--- config.mk ---
export PLATFORM = sky130hd
export DESIGN_NAME = load_store_unit
export DESIGN_NICKNAME = d
export VERILOG_FILES = /design/src/rtl/load_store_unit_pkg.sv /design/src/rtl/lsu_lane_align.sv /design/src/rtl/load_store_unit.sv
export SDC_FILE = /design/constraint.sdc
export NUM_CORES = 1
export LEC_CHECK = 0
export CAP_MARGIN = 0
export CORE_MARGIN = 2
export CORE_UTILIZATION = 25
export CTS_BUF_LIST = sky130_fd_sc_hd__clkbuf_4
export CTS_CLUSTER_DIAMETER = 100
export DETAILED_ROUTE_END_ITERATION = 16
export GPL_TIMING_DRIVEN = 0
export SYNTH_ARGS = -nofsm -noshare
export SYNTH_HDL_FRONTEND = slang
export SYNTH_HIERARCHICAL = 1
export SYNTH_SLANG_ARGS = --single-unit
--- constraint.sdc ---
create_clock -name clk -period 5.65 [get_ports clk]
set_input_delay 1.695 -clock clk [delete_from_list [all_inputs] [get_ports clk]]
set_output_delay 1.695 -clock clk [all_outputs]
set_load 0.03 [all_outputs]
--- src/rtl/load_store_unit_pkg.sv ---
// load_store_unit_pkg
//   Shared definitions for the load/store unit: RV32I funct3 width codes,
//   the FSM state encoding and the default datapath width.
//   No ports.

package load_store_unit_pkg;

  localparam int XLEN_DEFAULT = 32;

  localparam logic [2:0] F3_B  = 3'd0;
  localparam logic [2:0] F3_H  = 3'd1;
  localparam logic [2:0] F3_W  = 3'd2;
  localparam logic [2:0] F3_BU = 3'd4;
  localparam logic [2:0] F3_HU = 3'd5;

  typedef enum logic [1:0] {
    ST_IDLE = 2'd0,
    ST_MEM  = 2'd1,
    ST_RESP = 2'd2
  } lsu_state_e;

endpackage

--- src/rtl/lsu_lane_align.sv ---
// lsu_lane_align
//   Purely combinational byte-lane steering for the load/store unit.
//   Store half: replicates the store datum across all lanes of its size and
//   builds the byte-enable mask. Load half: picks the addressed lane out of
//   the read word and sign- or zero-extends it.
//   Ports:
//     st_size   in  2   access size of the store (funct3[1:0]: 0 B, 1 H, 2 W)
//     st_off    in  2   aligned byte offset of the store
//     st_data   in  32  rs2 value
//     st_wdata  out 32  lane-replicated write data
//     st_wmask  out 4   byte-enable mask, bit i = lane i
//     ld_funct3 in  3   load funct3 (LB/LH/LW/LBU/LHU)
//     ld_off    in  2   aligned byte offset of the load
//     ld_rdata  in  32  word returned by memory
//     ld_result out 32  extended load result

module lsu_lane_align
  import load_store_unit_pkg::*;
(
  input  logic [1:0]  st_size,
  input  logic [1:0]  st_off,
  input  logic [31:0] st_data,
  output logic [31:0] st_wdata,
  output logic [3:0]  st_wmask,
  input  logic [2:0]  ld_funct3,
  input  logic [1:0]  ld_off,
  input  logic [31:0] ld_rdata,
  output logic [31:0] ld_result
);

  logic [7:0]  ld_byte;
  logic [15:0] ld_half;

  always_comb begin
    st_wdata = st_data;
    st_wmask = 4'b1111;
    case (st_size)
      2'd0: begin
        st_wdata = {4{st_data[7:0]}};
        st_wmask = 4'b0001 << st_off;
      end
      2'd1: begin
        st_wdata = {2{st_data[15:0]}};
        st_wmask = 4'b0011 << {st_off[1], 1'b0};
      end
      default: begin
        st_wdata = st_data;
        st_wmask = 4'b1111;
      end
    endcase
  end

  always_comb begin
    ld_byte = ld_rdata[7:0];
    case (ld_off)
      2'd0:    ld_byte = ld_rdata[7:0];
      2'd1:    ld_byte = ld_rdata[15:8];
      2'd2:    ld_byte = ld_rdata[23:16];
      default: ld_byte = ld_rdata[31:24];
    endcase
    ld_half = ld_off[1] ? ld_rdata[31:16] : ld_rdata[15:0];

    ld_result = ld_rdata;
    case (ld_funct3)
      F3_B:    ld_result = {{24{ld_byte[7]}}, ld_byte};
      F3_BU:   ld_result = {24'd0, ld_byte};
      F3_H:    ld_result = {{16{ld_half[15]}}, ld_half};
      F3_HU:   ld_result = {16'd0, ld_half};
      default: ld_result = ld_rdata;
    endcase
  end

endmodule

--- src/rtl/load_store_unit.sv ---
// load_store_unit
//   CPU-side initiator for the word-addressed data memory. Accepts one
//   load/store, issues a single memory request, waits for mem_ack, and
//   returns the extended load result with a one-cycle resp_valid pulse.
//   Optional feature macro: LSU_MISALIGN_TRAP_EN
//     defined   - misaligned half/word accesses are rejected with resp_err
//     undefined - low address bits are forced to natural alignment
//   Ports:
//     clk, reset(active-low async)
//     req_valid/req_ready, is_load, is_store, funct3, addr, store_data  CPU request
//     resp_valid, load_data, resp_err                                  CPU response
//     mem_req, mem_we, mem_addr, mem_wdata, mem_wmask                  memory request
//     mem_ack, mem_rdata                                               memory reply
//
//   state   | meaning
//   --------+---------------------------------------------------------
//   IDLE    | ready for a request; accept registers the whole request
//   MEM     | mem_req held with stable address/data until mem_ack
//   RESP    | resp_valid pulse for one cycle, then back to IDLE

module load_store_unit
  import load_store_unit_pkg::*;
#(
  parameter int XLEN   = XLEN_DEFAULT,
  parameter int ADDR_W = 6
) (
  input  logic              clk,
  input  logic              reset,
  input  logic              req_valid,
  output logic              req_ready,
  input  logic              is_load,
  input  logic              is_store,
  input  logic [2:0]        funct3,
  input  logic [XLEN-1:0]   addr,
  input  logic [XLEN-1:0]   store_data,
  output logic              resp_valid,
  output logic [XLEN-1:0]   load_data,
  output logic              resp_err,
  output logic              mem_req,
  output logic              mem_we,
  output logic [ADDR_W-1:0] mem_addr,
  output logic [XLEN-1:0]   mem_wdata,
  output logic [3:0]        mem_wmask,
  input  logic              mem_ack,
  input  logic [XLEN-1:0]   mem_rdata
);

  lsu_state_e  state;
  logic [2:0]  r_funct3;
  logic [1:0]  r_off;
  logic        r_is_load;

  logic        req_err;
  logic        misalign;
  logic [1:0]  off_align;
  logic [31:0] wdata_c;
  logic [3:0]  wmask_c;
  logic [31:0] ld_ext;

  // Upper address bits wrap within the memory and are deliberately dropped.
  logic unused_addr_hi;
  assign unused_addr_hi = ^addr[XLEN-1:ADDR_W+2];

  always_comb begin
    misalign = 1'b0;
`ifdef LSU_MISALIGN_TRAP_EN
    if (is_load ^ is_store) begin
      if (funct3[1:0] == 2'd1)      misalign = addr[0];
      else if (funct3[1:0] == 2'd2) misalign = |addr[1:0];
    end
`endif
    req_err = (is_load && is_store)
            || (is_load && (funct3 == 3'd3 || funct3 == 3'd6 || funct3 == 3'd7))
            || (is_store && (funct3 > F3_W))
            || misalign;

    // Natural alignment: halves drop addr[0], words drop addr[1:0].
    case (funct3[1:0])
      2'd0:    off_align = addr[1:0];
      2'd1:    off_align = {addr[1], 1'b0};
      default: off_align = 2'd0;
    endcase
  end

  lsu_lane_align u_lane_align (
    .st_size   (funct3[1:0]),
    .st_off    (off_align),
    .st_data   (store_data),
    .st_wdata  (wdata_c),
    .st_wmask  (wmask_c),
    .ld_funct3 (r_funct3),
    .ld_off    (r_off),
    .ld_rdata  (mem_rdata),
    .ld_result (ld_ext)
  );

  always_ff @(posedge clk or negedge reset) begin
    if (!reset) begin
      state      <= ST_IDLE;
      req_ready  <= 1'b1;
      resp_valid <= 1'b0;
      load_data  <= '0;
      resp_err   <= 1'b0;
      mem_req    <= 1'b0;
      mem_we     <= 1'b0;
      mem_addr   <= '0;
      mem_wdata  <= '0;
      mem_wmask  <= '0;
      r_funct3   <= '0;
      r_off      <= '0;
      r_is_load  <= 1'b0;
    end else begin
      case (state)
        ST_IDLE: begin
          if (req_valid && req_ready) begin
            req_ready <= 1'b0;
            r_funct3  <= funct3;
            r_off     <= off_align;
            r_is_load <= is_load;
            if (req_err) begin
              state      <= ST_RESP;
              resp_valid <= 1'b1;
              resp_err   <= 1'b1;
              load_data  <= '0;
            end else if (is_load || is_store) begin
              state     <= ST_MEM;
              mem_req   <= 1'b1;
              mem_we    <= is_store;
              mem_addr  <= addr[ADDR_W+1:2];
              mem_wdata <= is_store ? wdata_c : '0;
              mem_wmask <= is_store ? wmask_c : '0;
            end else begin
              state      <= ST_RESP;
              resp_valid <= 1'b1;
              resp_err   <= 1'b0;
              load_data  <= '0;
            end
          end
        end
        ST_MEM: begin
          if (mem_ack) begin
            state      <= ST_RESP;
            mem_req    <= 1'b0;
            mem_we     <= 1'b0;
            mem_addr   <= '0;
            mem_wdata  <= '0;
            mem_wmask  <= '0;
            load_data  <= r_is_load ? ld_ext : '0;
            resp_err   <= 1'b0;
            resp_valid <= 1'b1;
          end
        end
        ST_RESP: begin
          resp_valid <= 1'b0;
          req_ready  <= 1'b1;
          state      <= ST_IDLE;
        end
        default: begin
          state     <= ST_IDLE;
          req_ready <= 1'b1;
        end
      endcase
    end
  end

endmodule
==> metrics.txt <==
status completed; Worst Min Path Start mem_we; hold depth 1; Yosys reg bits 87; IO Count 184; number of DRC markers in iteration 0 300; Routability Congestion 0.929; die span in x 139 µm; CTS H-tree depth 3; register area share after synthesis 47.6%; final hold vios 0; CTS Buf Count 9; r2r worst-path depth 8; most frequent cell after synthesis dfrtp_1; die extent in y 139 µm; PortBufs 159; Starting Density 25.5%; reg-to-reg endpoint load_data[11]; Routed WL 15,500 µm; Core Rows 49; worst path setup slack after routing 1.90 ns; worst vdd ir 0.000216 V; Fin Clk Skew 0.0163 ns; share of cells above drive strength 1 13.8%; RR Startpoint state[1]; Fmax achieved 266 MHz; Leakage 2.83 nW; crit share post-route 66.4%; Clk pin slew, worst setup/hold paths 0.13 ns; CP arrival 4.14 ns; GRT Util Overall 16.0%; power per standard cell area 482 nW/µm²; Critical Path Sink Type flip-flop; CTS Sinks 87; Vias/cell 5.06; Startpoint Class primary input; HPWL after DPL 11,900 µm; cells along the critical path clkdlybuf4s50_1 > a21oi_1 > and3b_1 > o21a_1 > nand2b_1 > clkbuf_1 > a22o_1; first-pass GRT wire length 24,200 µm; max-slew violations 0; Wirelength per Cell 19.1 µm; synthesized area 4580 µm²; vias in the first global route 4,350; clock buffer depth 2; fin crit period 3.75 ns; dpl ws 1.50 ns; Post-DP Area 6480 µm²; CTS root buffer clkbuf_4; setup violators final 0; die area 19,400 µm²; NumNets Final 686; worst path required time 6.04 ns; Setup CP Type primary input to flip-flop; crit-path max cell delay 0.64 ns; fraction of registers with async set/reset 100%; Clock Latency Late Sink 0.45 ns; Worst Hold End mem_we; Post-synth EDFFs 0; Synthesis Warnings 6; core area 18,000 µm²; GRT overflow 0; CTS tree done; RSZ-0062 raised after global routing no; Max Cap Viol 0; Post-CTS Hold Buffers 0; P&R area growth vs syn 44.8%; setup repair bufs after CTS 0; Tot Pwr 3.20 mW; initial antenna violation count 0; Synth top cells by count dfrtp_1, a22o_1, o21ai_0; Worst-Margin Slew 0.773 ns; largest net degree at the start of global routing 55; Final ANT Viol Nets 0; via count 4,097; DRC Markers 0; Resized cells post-CTS 0; Worst path top cell family by delay buffers and inverters; synth unique cells 41; worst reg2reg setup slack 3.19 ns; Mapped Nets 515; Crit-path slowest cell clkdlybuf4s50_1; Buf/Inv on CP 2; Rel. slew slack 48.3%; dominant cell type by area after synthesis dfrtp_1; Post-synth top flop dfrtp_1; Synth Instances 407; crit path from funct3[1]; top post-synthesis cells by area dfrtp_1, a22o_1, mux2_2, mux4_2, o21ai_0; ANT cells 0; Finished Cell Area 6630 µm²; Hold WC Path Type flip-flop to flip-flop; Layout fillers 1,770; Yosys top cell area share 47.0%; DR pass1 iterations 5; Worst Path Max Fanout 10; post-synthesis area per instance 11.2 µm²
placed cells by master, fill, tap and decap left out, types with 8 or more instances in the layout:
| cell | count |
|---|---|
| a21oi_1 | 12 |
| a221o_1 | 8 |
| a22o_1 | 76 |
| a311oi_1 | 8 |
| buf_4 | 15 |
| clkbuf_1 | 19 |
| clkbuf_4 | 10 |
| clkdlybuf4s50_1 | 158 |
| dfrtp_1 | 86 |
| inv_1 | 18 |
| mux2_2 | 24 |
| mux2i_1 | 9 |
| mux4_2 | 8 |
| nand2_1 | 25 |
| nand2b_1 | 10 |
| nor2_1 | 18 |
| o21ai_0 | 27 |
| o22ai_1 | 8 |
registers in the layout, summed over array words and instances (netlist names):
name and flops:
load_data 32, mem_addr 6, mem_req 1, mem_wdata 32, mem_we 1, mem_wmask 4, r_funct3 3, r_is_load 1
r_off 2, req_ready 1, resp_err 1, resp_valid 1, state 2
routing by layer:
layer	vias up	track usage (%)	part of all wire [%]
met1	1971	19.5	41
met5	-	0	0
met4	0	5.53	2.1
met3	18	6.19	11
li1	1862	-	-
met2	246	25.7	47
layout make-up:
cell class / instances / area, µm² / share of cell area (%)
sequential: 87 / 2180 / 32.9
multi-input combinational: 261 / 2090 / 31.5
timing repair buffer: 160 / 1620 / 24.4
tap: 229 / 287 / 4.32
buffer: 41 / 241 / 3.64
clock buffer: 10 / 75.1 / 1.13
clock inverter: 4 / 72.6 / 1.09
inverter: 18 / 67.6 / 1.02
power breakdown:
group	total (mW)	leakage (nW)	internal, mW	switching [mW]
registers	0.942	1.15	0.819	0.123
clock network	0.392	0.0783	0.179	0.213
logic	1.86	1.60	0.786	1.08
total	3.20	2.83	1.78	1.41
logic make-up after synthesis:
logic type	synth area share, %
AO/OA/AOI/OAI	26.0
adder cells (fa/ha/maj)	0.820
buffers and inverters	6.75
flip-flops	47.6
multiplexers	11.8
AND/OR/NAND/NOR	7.05
per-stage QoR:
step                setup TNS (ns)  cells  util (%)  hold WS [ns]
floorplan                        0    407         -         0.474
global placement            -33.52    795      35.9         0.466
detailed placement               0    796      36.1         0.475
CTS                              0    810      36.9         0.507
global route                     0    810      36.9         0.532
finish                           0    810      36.9         0.500
worst max path at each step:
| stage | end | cells past startpoint | slack [ns] |
|---|---|---|---|
| floorplan | load_data[0] | 6 | 2.62 |
| global placement | mem_wdata[19] | 1 | -0.40 |
| detailed placement | load_data[9] | 7 | 1.50 |
| CTS | load_data[11] | 7 | 1.98 |
| global route | load_data[11] | 7 | 1.84 |
| finish | load_data[11] | 7 | 1.90 |
Power figures use the tool's default switching activity.
